<file path="config.mk">
export PLATFORM = sky130hd
export DESIGN_NAME = ex_stage_mc
export DESIGN_NICKNAME = d
export VERILOG_FILES = /design/src/rtl/ex_stage_mc.sv
export SDC_FILE = /design/constraint.sdc
export NUM_CORES = 1
export LEC_CHECK = 0
export CAP_MARGIN = 20
export CORE_ASPECT_RATIO = 0.5
export CORE_MARGIN = 2
export CORE_UTILIZATION = 46
export DETAILED_ROUTE_END_ITERATION = 7
export HOLD_SLACK_MARGIN = 0.15
export PLACE_DENSITY = 0.7
export SLEW_MARGIN = 20
export SYNTH_ARGS = -nofsm -noshare
export SYNTH_HDL_FRONTEND = slang
export SYNTH_SLANG_ARGS = --single-unit
</file>
<file path="constraint.sdc">
create_clock -name clk -period 8.5 [get_ports clk]
set_input_delay 1.7 -clock clk [delete_from_list [all_inputs] [get_ports clk]]
set_output_delay 1.7 -clock clk [all_outputs]
set_load 0.01 [all_outputs]
</file>
<file path="src/rtl/ex_stage_mc.sv">
// rtl/ex_stage_mc.sv - execute stage with valid/ready handshake and iterative multiplier
// Optional overflow trap enabled by defining EX_OVF_TRAP_EN (adds out_trap).
module ex_stage_mc #(
    parameter int XLEN      = 32,
    parameter int IR_W      = 32,
    parameter int MUL_RADIX = 1
) (
    input  logic            clk,
    input  logic            rst,
    input  logic            flush,
    input  logic            in_valid,
    output logic            in_ready,
    input  logic [IR_W-1:0] in_ir,
    input  logic [XLEN-1:0] in_npc,
    input  logic [XLEN-1:0] in_a,
    input  logic [XLEN-1:0] in_b,
    input  logic [XLEN-1:0] in_imm,
    input  logic [2:0]      in_op,
    input  logic            in_use_imm,
    input  logic            in_branch,
    output logic            out_valid,
    input  logic            out_ready,
    output logic [XLEN-1:0] out_alu,
    output logic            out_zf,
    output logic            out_of,
    output logic            out_cond,
    output logic [XLEN-1:0] out_b,
    output logic [IR_W-1:0] out_ir,
`ifdef EX_OVF_TRAP_EN
    output logic            out_trap,
`endif
    output logic            out_busy
);

    localparam logic [2:0] OP_ADD = 3'd0;
    localparam logic [2:0] OP_SUB = 3'd1;
    localparam logic [2:0] OP_AND = 3'd2;
    localparam logic [2:0] OP_OR  = 3'd3;
    localparam logic [2:0] OP_XOR = 3'd4;
    localparam logic [2:0] OP_SLT = 3'd5;
    localparam logic [2:0] OP_SLL = 3'd6;
    localparam logic [2:0] OP_MUL = 3'd7;

    localparam int N_ITER = XLEN / MUL_RADIX;
    localparam int CNT_W  = $clog2(N_ITER + 1);

    typedef enum logic [1:0] {
        ST_IDLE = 2'd0,
        ST_MUL  = 2'd1,
        ST_HOLD = 2'd2
    } state_t;

    state_t              state_q, state_d;
    logic [IR_W-1:0]     ir_q, ir_d;
    logic [XLEN-1:0]     npc_q, npc_d;
    logic [XLEN-1:0]     a_q, a_d;
    logic [XLEN-1:0]     b_q, b_d;
    logic [XLEN-1:0]     imm_q, imm_d;
    logic [2:0]          op_q, op_d;
    logic                use_imm_q, use_imm_d;
    logic                branch_q, branch_d;
    logic [2*XLEN-1:0]   acc_q, acc_d;
    logic [2*XLEN-1:0]   mcand_q, mcand_d;
    logic [XLEN-1:0]     mplier_q, mplier_d;
    logic [CNT_W-1:0]    cnt_q, cnt_d;

    logic                accept;
    logic [2*XLEN-1:0]   pp_sum;
    logic [XLEN-1:0]     opa, opb, sum, diff, res;
    logic                of_raw;

    assign out_valid = (state_q == ST_HOLD);
    assign out_busy  = (state_q == ST_MUL);
    assign in_ready  = !flush && (state_q != ST_MUL) && (!out_valid || out_ready);
    assign accept    = in_valid && in_ready;

    // Partial products for this iteration: the multiplicand is pre-shifted each cycle.
    always_comb begin
        pp_sum = '0;
        for (int j = 0; j < MUL_RADIX; j++) begin
            if (mplier_q[j]) begin
                pp_sum = pp_sum + (mcand_q << j);
            end
        end
    end

    always_comb begin
        state_d   = state_q;
        ir_d      = ir_q;
        npc_d     = npc_q;
        a_d       = a_q;
        b_d       = b_q;
        imm_d     = imm_q;
        op_d      = op_q;
        use_imm_d = use_imm_q;
        branch_d  = branch_q;
        acc_d     = acc_q;
        mcand_d   = mcand_q;
        mplier_d  = mplier_q;
        cnt_d     = cnt_q;
        if (flush) begin
            state_d = ST_IDLE;
            ir_d    = '1;
        end else begin
            case (state_q)
                ST_MUL: begin
                    acc_d    = acc_q + pp_sum;
                    mcand_d  = mcand_q << MUL_RADIX;
                    mplier_d = mplier_q >> MUL_RADIX;
                    cnt_d    = cnt_q - CNT_W'(1);
                    if (cnt_q == CNT_W'(1)) begin
                        state_d = ST_HOLD;
                    end
                end
                default: begin
                    if (accept) begin
                        ir_d      = in_ir;
                        npc_d     = in_npc;
                        a_d       = in_a;
                        b_d       = in_b;
                        imm_d     = in_imm;
                        op_d      = in_branch ? OP_ADD : in_op;
                        use_imm_d = in_use_imm;
                        branch_d  = in_branch;
                        if (in_op == OP_MUL && !in_branch) begin
                            state_d  = ST_MUL;
                            acc_d    = '0;
                            mcand_d  = {{XLEN{1'b0}}, in_a};
                            mplier_d = in_use_imm ? in_imm : in_b;
                            cnt_d    = CNT_W'(N_ITER);
                        end else begin
                            state_d = ST_HOLD;
                        end
                    end else if (state_q == ST_HOLD && out_ready) begin
                        state_d = ST_IDLE;
                    end
                end
            endcase
        end
    end

    always_ff @(posedge clk) begin
        if (rst) begin
            state_q   <= ST_IDLE;
            ir_q      <= '1;
            npc_q     <= '0;
            a_q       <= '0;
            b_q       <= '0;
            imm_q     <= '0;
            op_q      <= OP_ADD;
            use_imm_q <= 1'b0;
            branch_q  <= 1'b0;
            acc_q     <= '0;
            mcand_q   <= '0;
            mplier_q  <= '0;
            cnt_q     <= '0;
        end else begin
            state_q   <= state_d;
            ir_q      <= ir_d;
            npc_q     <= npc_d;
            a_q       <= a_d;
            b_q       <= b_d;
            imm_q     <= imm_d;
            op_q      <= op_d;
            use_imm_q <= use_imm_d;
            branch_q  <= branch_d;
            acc_q     <= acc_d;
            mcand_q   <= mcand_d;
            mplier_q  <= mplier_d;
            cnt_q     <= cnt_d;
        end
    end

    // Branches compute npc + (imm << 2) through the adder.
    assign opa  = branch_q ? npc_q : a_q;
    assign opb  = branch_q ? (imm_q << 2) : (use_imm_q ? imm_q : b_q);
    assign sum  = opa + opb;
    assign diff = opa - opb;

    always_comb begin
        res    = '0;
        of_raw = 1'b0;
        case (op_q)
            OP_ADD: begin
                res    = sum;
                of_raw = (opa[XLEN-1] == opb[XLEN-1]) && (sum[XLEN-1] != opa[XLEN-1]);
            end
            OP_SUB: begin
                res    = diff;
                of_raw = (opa[XLEN-1] != opb[XLEN-1]) && (diff[XLEN-1] != opa[XLEN-1]);
            end
            OP_AND: res = opa & opb;
            OP_OR:  res = opa | opb;
            OP_XOR: res = opa ^ opb;
            OP_SLT: res = {{(XLEN-1){1'b0}}, ($signed(opa) < $signed(opb))};
            OP_SLL: res = opa << opb[4:0];
            default: begin
                res    = acc_q[XLEN-1:0];
                of_raw = |acc_q[2*XLEN-1:XLEN];
            end
        endcase
    end

`ifdef EX_OVF_TRAP_EN
    assign out_trap = out_valid && of_raw && (op_q == OP_ADD || op_q == OP_SUB);
    assign out_alu  = out_trap ? '0 : res;
`else
    assign out_alu  = res;
`endif

    // Flags only mean something alongside a valid result.
    assign out_zf   = out_valid && (out_alu == '0);
    assign out_of   = out_valid && of_raw;
    assign out_cond = out_valid && (a_q == '0);
    assign out_b    = b_q;
    assign out_ir   = ir_q;

endmodule

</file>
==> results.yml <==
status:
  status: "finished, final reports clean"
placed_design:
  gp_congestion: 1.01
  dpl_worst_slack_ns: 0.661
  hpwl_microns: 79900
  dp_cells: 4325
  port_buffers: 271
cts:
  cts_tree: "done"
  hold_buffers: 0
  clock_latency_ns: 0.56
  htree_levels: 2
  clk_pin_slew_ns: 0.07
  cts_max_path_buffers: 3
  cts_root_buf: "clkbuf_16"
  cts_made_buffers: 34
  clock_sink_count: 333
detailed_routing:
  detail-route-antenna-nets: 0
  wire_per_inst_microns: 23.9
  vias_per_cell: 6.26
  via_count: 27500
  drc: 0
  finalWirelength_microns: 105000
  first_iter_violations: 3144
  dr.pass1.iters: 7
power_and_ir_drop:
  p_int_mw: 2.98
  swShare: 0.316
  combPwrFrac: 0.238
  power.switching_mw: 1.37
  p_clk_frac: 0.385
  power_mw: 4.35
  power.density_nw_per_um2: 146
  p_leak_nw: 12.1
  p_seq_frac: 0.378
  ir_worst_vdd_uv: 148
global_routing:
  grt_pass1_wl_microns: 154000
  grt_pass1_vias: 24700
  grt_max_degree: 136
  grt_usage: 0.348
  grt.overflow.total: 0
  antenna_found_initial: 1
layout:
  nets: 3961
  stdcell_count: 4388
  seqCellArea_sq_um: 6670
  drive_gt1_frac: 0.0488
  utilization: 0.549
  area_growth_pct: 16.9
  multi_input_area_sq_um: 17300
  fill_cells: 5278
  diodes: 0
setup_path:
  endpoint_kind: "primary output"
  crit_fanout: 17
  start_kind: "flop"
  r2r_start: "mplier_q[0]$_SDFFE_PP0P_"
  r2r.worst_path.cells: 14
  arrival_ns: 6.42
  ff2ff_setup_slack_ns: 3.85
  crit_path_start: "use_imm_q$_SDFFE_PP0P_"
  rr_endpoint: "acc_q[57]$_SDFFE_PP0P_"
  critPathCapture: "out_zf"
  critPathRequiredTime_ns: 6.80
  critPathKind: "flop to primary output"
logic_synthesis:
  synth_area_sq_um: 25500
  synthCells: 3523
  ys_ff_latch: 333
  synth_edf_count: 0
  avgSynthCellArea_sq_um: 7.22
  ys_top_cells_by_area: "dfxtp_1 26%, nand2_1 9.1%, ha_1 8.3%"
  synth_top_area_cell: "dfxtp_1"
  async_flop_share: 0
  yosysTopAreaCellShare: 0.262
  synthFlopType: "dfxtp_1"
  synthDistinctLibCells: 89
  yosysWarnings: 0
  syn_nets: 3865
  seq_area_frac_synth: 0.262
sta:
  slew_headroom: 0.209
  min_period_ns: 8.12
  setup_violations: 0
  worstMarginPinSlew_ns: 1.17
  hold_violations: 0
  drv_slew: 0
  fmax_mhz: 123
  final.setup.tns_ns: 0
  skew_ns: 0.0195
  rsz0062_at_grt: "no"
  finalCritPeriodShare: 0.956
  fin_ws_ns: 0.375
floorplanning:
  die_w_microns: 337
  rows: 60
  dieHeight_microns: 170
  core_area_sq_um: 54200
  initial_core_util: 0.470
  io_pins: 272
  dieArea_sq_um: 57300
worst_hold_path:
  hold_path_class: "flop to flop"
flow_run:
  maxCapViolCount: 0
==> kinds of logic after synthesis <==
group | synth area share
adder cells (fa/ha/maj) | 0.0854
buffers and inverters | 0.0606
AND/OR/NAND/NOR | 0.236
AO/OA/AOI/OAI | 0.279
flip-flops | 0.262
multiplexers | 0.0496
XOR/XNOR | 0.0275
==> cells in the mapped netlist (all sizes together) (10+ instances only) <==
cell,count
a21o,59
xnor2,54
o21ai,178
nor2b,21
a221oi,48
mux2i,106
or2,11
a31oi,37
o21a,42
nor2,257
and3,12
nor3,68
mux2,14
o31ai,15
clkbuf,221
a22oi,69
xor2,26
o21bai,14
or3,20
inv,122
o211a,10
nand4,29
o22ai,20
nand2,616
o211ai,27
a211oi,28
or4,10
nor4,29
nand2b,23
buf,47
nand3,134
a22o,30
and2,80
ha,169
o221ai,11
dfxtp,333
a21oi,378
==> power by group through the flow <==
stage	clock network, mW	registers [mW]	logic (mW)
2_1_floorplan	0	1.66	0.588
3_3_place_gp	0	1.68	0.995
3_5_place_dp	0	1.68	0.992
4_1_cts	1.69	1.64	0.997
5_1_grt	1.76	1.64	1.09
6_report	1.67	1.64	1.03
==> placed cells by master (no fill, tap or decap), types with 68 or more instances in the layout <==
cell type and n:
nand3_1 134, nor2_1 252, a22oi_1 68, clkdlybuf4s50_1 269, mux2i_1 105, inv_1 121
nand2_1 614, o21ai_0 169, and2_1 78, a21oi_1 378, ha_1 169, dfxtp_1 330
==> repair_timing <==
item / CTS / global route
setup buffers: 0 / 1
resized for setup: 0 / 2
endpoints found under the setup margin: 0 / 1
==> state kept, by name (all words and copies together), names as in the netlist <==
register	count
acc_q	64
mcand_q	64
a_q	32
imm_q	32
mplier_q	32
npc_q	32
out_b	32
out_ir	32
cnt_q	6
op_q	3
state_q	2
branch_q	1
use_imm_q	1
==> metrics by stage <==
stage | hold slack (ns) | cell area (sq um)
finish | 0.457 | 29700
global route | 0.482 | 29700
CTS | 0.456 | 29700
detailed placement | 0.447 | 28500
global placement | 0.445 | 28500
floorplan | 0.433 | 25500
==> worst min-delay path by stage <==
stage | cells past startpoint | startpoint | end | slack, ns
5_1_grt | 2 | npc_q[16]$_SDFFE_PP0P_ | npc_q[16]$_SDFFE_PP0P_ | 0.48
4_1_cts | 2 | npc_q[16]$_SDFFE_PP0P_ | npc_q[16]$_SDFFE_PP0P_ | 0.46
2_1_floorplan | 2 | npc_q[0]$_SDFFE_PP0P_ | npc_q[0]$_SDFFE_PP0P_ | 0.43
3_5_place_dp | 2 | npc_q[16]$_SDFFE_PP0P_ | npc_q[16]$_SDFFE_PP0P_ | 0.45
3_3_place_gp | 2 | npc_q[16]$_SDFFE_PP0P_ | npc_q[16]$_SDFFE_PP0P_ | 0.45
6_report | 2 | npc_q[16]$_SDFFE_PP0P_ | npc_q[16]$_SDFFE_PP0P_ | 0.46
==> cell type report <==
type | instances | area share
clock inverters | 19 | 0.0104
inverters | 122 | 0.0154
repair buffers | 328 | 0.107
well taps | 744 | 0.0313
flip-flops and latches | 333 | 0.224
clock buffers | 42 | 0.0303
multi-input cells | 2800 | 0.582
==> per-layer routing <==
| metal | global-route usage | vias to the layer above | wire length [microns] |
|---|---|---|---|
| met5 | 0 | - | 13 |
| met4 | 0.0988 | 2 | 3140 |
| li1 | - | 12800 | - |
| met1 | 0.497 | 13200 | 46700 |
| met2 | 0.530 | 1269 | 45200 |
| met3 | 0.0684 | 183 | 9930 |
==> worst max-delay path: stages (launching register included) <==
cell and delay (ns):
dfxtp_2 0.35, buf_4 0.29, mux2i_1 0.41, a21o_1 0.52, ha_1 0.47, nand2b_1 0.19
a221oi_1 0.17, a2111oi_1 0.79, o21a_1 0.32, nor2_1 0.13, a221o_1 0.32, a2111oi_2 0.42
o221ai_1 0.15, nor4_1 0.28, nand4b_1 0.18, nor4bb_1 0.29, clkdlybuf4s50_1 0.58
No activity file was read; power rests on OpenSTA's default activity.
